**config.mk**
```make
export PLATFORM = sky130hd
export DESIGN_NAME = muldiv_seq
export DESIGN_NICKNAME = d
export VERILOG_FILES = /design/src/rtl/muldiv_seq_pkg.sv /design/src/rtl/muldiv_divstep.sv /design/src/rtl/muldiv_seq.sv
export SDC_FILE = /design/constraint.sdc
export NUM_CORES = 2
export LEC_CHECK = 0
export ABC_AREA = 1
export CORE_MARGIN = 2
export CORE_UTILIZATION = 25
export CTS_BUF_LIST = sky130_fd_sc_hd__clkbuf_8
export DETAILED_ROUTE_END_ITERATION = 10
export SLEW_MARGIN = 25
export SYNTH_ARGS = -nofsm -noshare
export SYNTH_HDL_FRONTEND = slang
export SYNTH_SLANG_ARGS = --single-unit
```
**constraint.sdc**
```tcl
create_clock -name clk -period 4.75 [get_ports clk]
set_input_delay 0.95 -clock clk [delete_from_list [all_inputs] [get_ports clk]]
set_output_delay 0.95 -clock clk [all_outputs]
set_load 0.01 [all_outputs]
```
**src/rtl/muldiv_seq_pkg.sv**
```systemverilog
// rtl/muldiv_seq_pkg.sv - shared op/state types and alufunc decode for the muldiv sequencer
package muldiv_seq_pkg;

  typedef enum logic [2:0] {
    MD_MUL  = 3'd0,
    MD_DIV  = 3'd1,
    MD_DIVU = 3'd2,
    MD_REM  = 3'd3,
    MD_REMU = 3'd4
  } md_op_t;

  typedef enum logic [2:0] {
    ST_IDLE  = 3'd0,
    ST_MUL   = 3'd1,
    ST_DIV   = 3'd2,
    ST_FIXUP = 3'd3,
    ST_DONE  = 3'd4
  } md_state_t;

  // Reserved encodings fall back to multiply.
  function automatic md_op_t md_op_from_alufunc(input logic [2:0] alufunc);
    case (alufunc)
      3'd1:    return MD_DIV;
      3'd2:    return MD_DIVU;
      3'd3:    return MD_REM;
      3'd4:    return MD_REMU;
      default: return MD_MUL;
    endcase
  endfunction

endpackage

```
**src/rtl/muldiv_divstep.sv**
```systemverilog
// rtl/muldiv_divstep.sv - one combinational restoring divide step
// Shifts the next dividend bit into the remainder and keeps the trial subtract if it fits.
module muldiv_divstep #(
  parameter int XLEN = 64
) (
  input  logic [XLEN-1:0] rem_in,
  input  logic [XLEN-1:0] quo_in,
  input  logic [XLEN-1:0] div_in,
  output logic [XLEN-1:0] rem_out,
  output logic [XLEN-1:0] quo_out
);

  logic [XLEN:0]   shifted;
  logic [XLEN-1:0] diff_lo;
  logic            ge;

  assign shifted = {rem_in, quo_in[XLEN-1]};
  assign ge      = (shifted >= {1'b0, div_in});
  // When the subtract fits, the difference is below div_in, so the low bits are exact.
  assign diff_lo = shifted[XLEN-1:0] - div_in;
  assign rem_out = ge ? diff_lo : shifted[XLEN-1:0];
  assign quo_out = {quo_in[XLEN-2:0], ge};

endmodule

```
**src/rtl/muldiv_seq.sv**
```systemverilog
// rtl/muldiv_seq.sv - multi-cycle MUL/DIV/REM sequencer with flush and result handoff
// Optional MULDIV_FAST_MUL_EN: single-cycle multiply instead of the iterative shift-add.
module muldiv_seq
  import muldiv_seq_pkg::*;
#(
  parameter int XLEN  = 64,
  parameter int CNT_W = 7
) (
  input  logic            clk,
  input  logic            reset_n,
  input  logic            flush,
  input  logic            in_valid,
  output logic            in_ready,
  input  logic [2:0]      in_op,
  input  logic            in_word,
  input  logic [XLEN-1:0] in_a,
  input  logic [XLEN-1:0] in_b,
  output logic            out_valid,
  input  logic            out_ready,
  output logic [XLEN-1:0] out_result,
  output logic            busy
);

  function automatic logic [XLEN-1:0] sext32(input logic [XLEN-1:0] x);
    return {{(XLEN-32){x[31]}}, x[31:0]};
  endfunction

  function automatic logic [XLEN-1:0] zext32(input logic [XLEN-1:0] x);
    return {{(XLEN-32){1'b0}}, x[31:0]};
  endfunction

  function automatic logic [XLEN-1:0] fin(input logic [XLEN-1:0] x, input logic w);
    return w ? sext32(x) : x;
  endfunction

  md_state_t        state_q, state_d;
  logic [CNT_W-1:0] cnt_q, cnt_d;
  logic [XLEN-1:0]  acc_q, acc_d;
  logic [XLEN-1:0]  opa_q, opa_d;
  logic [XLEN-1:0]  opb_q, opb_d;
  logic             word_q, word_d;
  logic             is_rem_q, is_rem_d;
  logic             qneg_q, qneg_d;
  logic             rneg_q, rneg_d;
  logic             out_valid_q, out_valid_d;
  logic             busy_q, busy_d;
  logic [XLEN-1:0]  out_result_q, out_result_d;

  md_op_t          op;
  logic            is_signed, is_mul, is_rem;
  logic [XLEN-1:0] a_ext, b_ext, a_mag, b_mag, min_neg;
  logic            sa, sb, div_zero, ovf;
  logic [XLEN-1:0] mul_acc_nx, ds_rem, ds_quo, q_fix, r_fix;

  assign op        = md_op_from_alufunc(in_op);
  assign is_signed = (op == MD_DIV) || (op == MD_REM);
  assign is_mul    = (op == MD_MUL);
  assign is_rem    = (op == MD_REM) || (op == MD_REMU);

  assign a_ext   = in_word ? (is_signed ? sext32(in_a) : zext32(in_a)) : in_a;
  assign b_ext   = in_word ? (is_signed ? sext32(in_b) : zext32(in_b)) : in_b;
  assign min_neg = in_word ? {{(XLEN-31){1'b1}}, 31'b0} : {1'b1, {(XLEN-1){1'b0}}};

  assign sa       = is_signed & a_ext[XLEN-1];
  assign sb       = is_signed & b_ext[XLEN-1];
  assign a_mag    = sa ? -a_ext : a_ext;
  assign b_mag    = sb ? -b_ext : b_ext;
  assign div_zero = (b_ext == '0);
  assign ovf      = is_signed && (a_ext == min_neg) && (b_ext == '1);

  assign mul_acc_nx = acc_q + (opb_q[0] ? opa_q : '0);
  assign q_fix      = qneg_q ? -opa_q : opa_q;
  assign r_fix      = rneg_q ? -acc_q : acc_q;

  muldiv_divstep #(.XLEN(XLEN)) u_divstep (
    .rem_in  (acc_q),
    .quo_in  (opa_q),
    .div_in  (opb_q),
    .rem_out (ds_rem),
    .quo_out (ds_quo)
  );

  always_comb begin
    state_d      = state_q;
    cnt_d        = cnt_q;
    acc_d        = acc_q;
    opa_d        = opa_q;
    opb_d        = opb_q;
    word_d       = word_q;
    is_rem_d     = is_rem_q;
    qneg_d       = qneg_q;
    rneg_d       = rneg_q;
    out_valid_d  = out_valid_q;
    busy_d       = busy_q;
    out_result_d = out_result_q;

    case (state_q)
      ST_IDLE: begin
        if (in_valid && !flush) begin
          word_d   = in_word;
          is_rem_d = is_rem;
          cnt_d    = in_word ? CNT_W'(31) : CNT_W'(XLEN-1);
          busy_d   = 1'b1;
          if (is_mul) begin
`ifdef MULDIV_FAST_MUL_EN
            out_result_d = fin(a_ext * b_ext, in_word);
            out_valid_d  = 1'b1;
            state_d      = ST_DONE;
`else
            acc_d   = '0;
            opa_d   = a_ext;
            opb_d   = b_ext;
            state_d = ST_MUL;
`endif
          end else if (div_zero) begin
            out_result_d = fin(is_rem ? a_ext : '1, in_word);
            out_valid_d  = 1'b1;
            state_d      = ST_DONE;
          end else if (ovf) begin
            out_result_d = fin(is_rem ? '0 : a_ext, in_word);
            out_valid_d  = 1'b1;
            state_d      = ST_DONE;
          end else begin
            // Word dividends are left-aligned so the first step sees bit 31.
            acc_d   = '0;
            opa_d   = in_word ? {a_mag[31:0], {(XLEN-32){1'b0}}} : a_mag;
            opb_d   = b_mag;
            qneg_d  = sa ^ sb;
            rneg_d  = sa;
            state_d = ST_DIV;
          end
        end
      end
      ST_MUL: begin
        acc_d = mul_acc_nx;
        opa_d = opa_q << 1;
        opb_d = opb_q >> 1;
        if (cnt_q == '0) begin
          out_result_d = fin(mul_acc_nx, word_q);
          out_valid_d  = 1'b1;
          state_d      = ST_DONE;
        end else begin
          cnt_d = cnt_q - 1'b1;
        end
      end
      ST_DIV: begin
        acc_d = ds_rem;
        opa_d = ds_quo;
        if (cnt_q == '0) state_d = ST_FIXUP;
        else cnt_d = cnt_q - 1'b1;
      end
      ST_FIXUP: begin
        out_result_d = fin(is_rem_q ? r_fix : q_fix, word_q);
        out_valid_d  = 1'b1;
        state_d      = ST_DONE;
      end
      ST_DONE: begin
        if (out_ready) begin
          out_valid_d = 1'b0;
          busy_d      = 1'b0;
          state_d     = ST_IDLE;
        end
      end
      default: state_d = ST_IDLE;
    endcase

    // Flush beats any handshake or iteration in progress.
    if (flush && state_q != ST_IDLE) begin
      state_d     = ST_IDLE;
      out_valid_d = 1'b0;
      busy_d      = 1'b0;
      cnt_d       = '0;
    end
  end

  always_ff @(posedge clk or negedge reset_n) begin
    if (!reset_n) begin
      state_q      <= ST_IDLE;
      cnt_q        <= '0;
      acc_q        <= '0;
      opa_q        <= '0;
      opb_q        <= '0;
      word_q       <= 1'b0;
      is_rem_q     <= 1'b0;
      qneg_q       <= 1'b0;
      rneg_q       <= 1'b0;
      out_valid_q  <= 1'b0;
      busy_q       <= 1'b0;
      out_result_q <= '0;
    end else begin
      state_q      <= state_d;
      cnt_q        <= cnt_d;
      acc_q        <= acc_d;
      opa_q        <= opa_d;
      opb_q        <= opb_d;
      word_q       <= word_d;
      is_rem_q     <= is_rem_d;
      qneg_q       <= qneg_d;
      rneg_q       <= rneg_d;
      out_valid_q  <= out_valid_d;
      busy_q       <= busy_d;
      out_result_q <= out_result_d;
    end
  end

  assign in_ready   = (state_q == ST_IDLE);
  assign out_valid  = out_valid_q;
  assign out_result = out_result_q;
  assign busy       = busy_q;

endmodule

```
==> out/metrics.csv <==
stage;metric;value;unit
run_status;outcome;complete, no violations;
layout;register area;6812;um^2
clock_tree;Worst-path clk slew;70;ps
die;die height;396.9;um
worst_setup_path;worst reg2reg path depth;18;
yosys;Post-Synthesis Cell Area;38600;um^2
die;die width;396.9;um
yosys;Yosys Warn Count;0;
layout;fin area;45220;um^2
place;Placement Cell Area;43960;um^2
power;total power;31.27;mW
layout;layout cells sized above 1;4.657;%
worst_setup_path;cell depth of the worst setup path;18;
grt;first-pass GRT wire length;351600;um
route;Via-to-Cell Ratio;5.246;
grt;GRT overflow;0;
worst_setup_path;CP Class;reg -> reg;
yosys;sequential share of the synthesized area;17.63;%
sta;setup tns final;0;ps
place;port bufs;203;
layout;fin cells;9779;
route;drt first pass iters;9;
grt;initial antenna violation count;8;
layout;area occupied by multi-input gates;27060;um^2
clock_tree;clock root cell;clkbuf_8;
place;placed wire-length estimate;210300;um
power;PwrDens;691.4;nW/um^2
die;IO Pins;204;
worst_setup_path;worst path arrival time;5040;ps
route;Post-route DRC;0;
die;row cnt;144;
yosys;flops & latches, synth;272;
worst_setup_path;r2r setup slk;360;ps
route;drt total wl;250300;um
worst_setup_path;crit end category;flop;
worst_setup_path;Req. time, crit path;5400;ps
yosys;share of the synthesized area in the top cell type;29.01;%
layout;Layout Utilization;29.42;%
sta;relative slew slack;35.07;%
sta;fin. max-slew vios;0;
clock_tree;htree depth;2;
yosys;Avg Inst Size Synth;5.168;um^2
worst_setup_path;crit-path most repeated cell;nand2_1;
clock_tree;clk sinks;272;
layout;Fill cells;17940;
job;Max-Cap Viols;0;
layout;layout overhead on the synthesized area;17.16;%
die;Initial Util;25.11;%
yosys;Top FF cell, synth;dfrtp_1;
route;via count;51300;
sta;final worst setup slack;360.5;ps
worst_setup_path;RR Startpoint;opb_q[0];
worst_setup_path;CP startpoint kind;flop;
sta;unrepaired setup endpoints after global routing;no;
worst_setup_path;cells along the critical path;nand2_1 > inv_1 > ha_1 > nand2_1 > nor2_1 > nand2_1 > nand2_1 > nand2_1 > nand2_1 > nand2_1 > nand2_1 > nand2_1 > nand3_1 > o21ai_4 > nand2_1 > nand3_1 > nand2_1 > nand2_1;
yosys;number of synthesized flops with an enable pin;0;
place;Cells after DPL;9668;
worst_setup_path;Crit Path Max Fanout;26;
grt;Total GRT Usage;30.72;%
clock_tree;worst skew pair latency;800;ps
grt;largest net degree at the start of global routing;84;
worst_setup_path;WP buf/inv;1;
sta;WHS;187.9;ps
sta;Max Clk Rate;227.8;MHz
sta;Worst-Margin Slew;963.8;ps
worst_setup_path;Critical Path Source;opb_q[0];
worst_setup_path;Reg-to-Reg End;out_result[61];
yosys;Synth cell types;48;
clock_tree;Post-CTS Hold Buffers;0;
power;peak supply drop;0.4111;mV
sta;Hold Vio Cnt, Final;0;
clock_tree;Clock Path Buffers;3;
clock_tree;CTS tree;built;
yosys;asr flop ratio synth;100.0;%
sta;final worst-path cycle share;92.41;%
place;pre-CTS setup slack;154.2;ps
clock_tree;Setup Fix Bufs, Post-CTS;0;
sta;min cycle time layout;4389;ps
sta;clk_skew;89.70;ps
worst_setup_path;critical path's largest stage delay;810;ps
yosys;syn_nets;7742;
yosys;area leader, netlist;nand2_1;
yosys;synthesized instance count;7468;
worst_setup_path;Critical-path top delay cell;dfrtp_2;
hold_path;Min-Delay Path Class;in -> async;
die;die area;157500;um^2
sta;final setup vio count;0;
worst_setup_path;Top Family by Delay on Critical Path;simple AND/OR/NAND/NOR gates;
place;GP Congestion;1.024;
route;DR WL/cell;25.59;um
clock_tree;CTS buffer count;58;
route;drt initial violations;6950;
power;LEAKAGE;24.21;nW
clock_tree;# resized after CTS;0;
layout;Nets;7958;
die;Core Region;153700;um^2
grt;vias in the first global route;47280;
yosys;Synth area leaders;nand2_1 (29%), dfrtp_1 (18%), nand3_1 (11%);
worst_setup_path;Worst Setup EP;out_result[61];
route;Antenna Nets Post-Route;0;
-- cell usage in the layout, fill, tap and decap left out, types with 56 or more instances in the layout --
cell type	count
nand2_1	2978
inv_1	978
nor2_1	853
nand3_1	810
o21ai_0	411
dfrtp_1	268
a21oi_1	250
clkdlybuf4s50_1	202
buf_4	191
ha_1	135
nand4_1	92
nor3_1	72
clkbuf_8	69
xor2_1	56
-- worst min-delay path by stage --
stage	from	end	cells past startpoint
2_1_floorplan	opb_q[40]	opb_q[40]	2
3_3_place_gp	opb_q[31]	opb_q[31]	2
3_5_place_dp	opb_q[57]	opb_q[57]	2
4_1_cts	reset_n	opb_q[15]	1
5_1_grt	reset_n	opb_q[4]	1
6_report	reset_n	opb_q[15]	1
-- cells in the mapped netlist, types with 4 or more instances --
library cell / count
nand2_1: 2983
inv_1: 964
nor2_1: 855
nand3_1: 811
o21ai_0: 412
dfrtp_1: 272
a21oi_1: 250
clkbuf_1: 151
ha_1: 135
nand4_1: 92
nor3_1: 73
buf_2: 63
xor2_1: 56
o21ai_1: 53
nand3b_1: 48
xnor2_1: 34
buf_1: 29
o22ai_1: 25
or2_2: 18
o211ai_1: 17
o21bai_1: 15
a21o_1: 13
a31oi_1: 12
nor4_1: 10
buf_6: 9
inv_2: 8
o31ai_1: 7
buf_4: 6
o311ai_0: 6
a21boi_0: 4
and2_1: 4
nor2_2: 4
-- sequential cells by signal, indices dropped and copies added (netlist names) --
signal and count:
out_result 64, state_q 3, is_rem_q 1, acc_q 64, rneg_q 1, busy 1
opb_q 64, qneg_q 1, cnt_q 7, opa_q 64, word_q 1, out_valid 1
-- where the power goes --
group	internal [mW]	switching [mW]
clock network	1.55	1.34
registers	3.32	1.70
logic	6.66	16.7
total	11.5	19.7
-- final cells by class --
class | instances | share of cell area, %
inverters | 975 | 8.101
diodes | 4 | 0.02213
repair buffers | 414 | 8.560
clock inverters | 38 | 0.6668
clock buffers | 69 | 2.100
well taps | 2044 | 5.655
flip-flops and latches | 272 | 15.06
multi-input cells | 5963 | 59.83
-- per-layer routing --
layer  GRT usage (%)  part of all wire (%)
met4           10.38                   3.8
met2           44.66                    41
met5               0                 0.011
met3           4.986                   8.4
met1           45.35                    47
-- cells by family after synthesis --
family	count (synthesis)	share of synthesized area [%]
AND/OR/NAND/NOR	4909	52.05
buffers and inverters	1233	12.43
AO/OA/AOI/OAI	827	11.37
flip-flops	272	17.63
adder cells (fa/ha/maj)	137	4.480
XOR/XNOR	90	2.042
-- worst reg2reg max path: cells and delay by family (launching register included) --
| family | cells | cell delay (ps) |
|---|---|---|
| DFF | 1 | 810 |
| AOI/OAI and AO/OA | 1 | 190 |
| adders and majority gates | 1 | 190 |
| buffers and inverters | 1 | 100 |
| and+or+nand+nor | 15 | 3000 |
(Power assumes the default switching activity.)
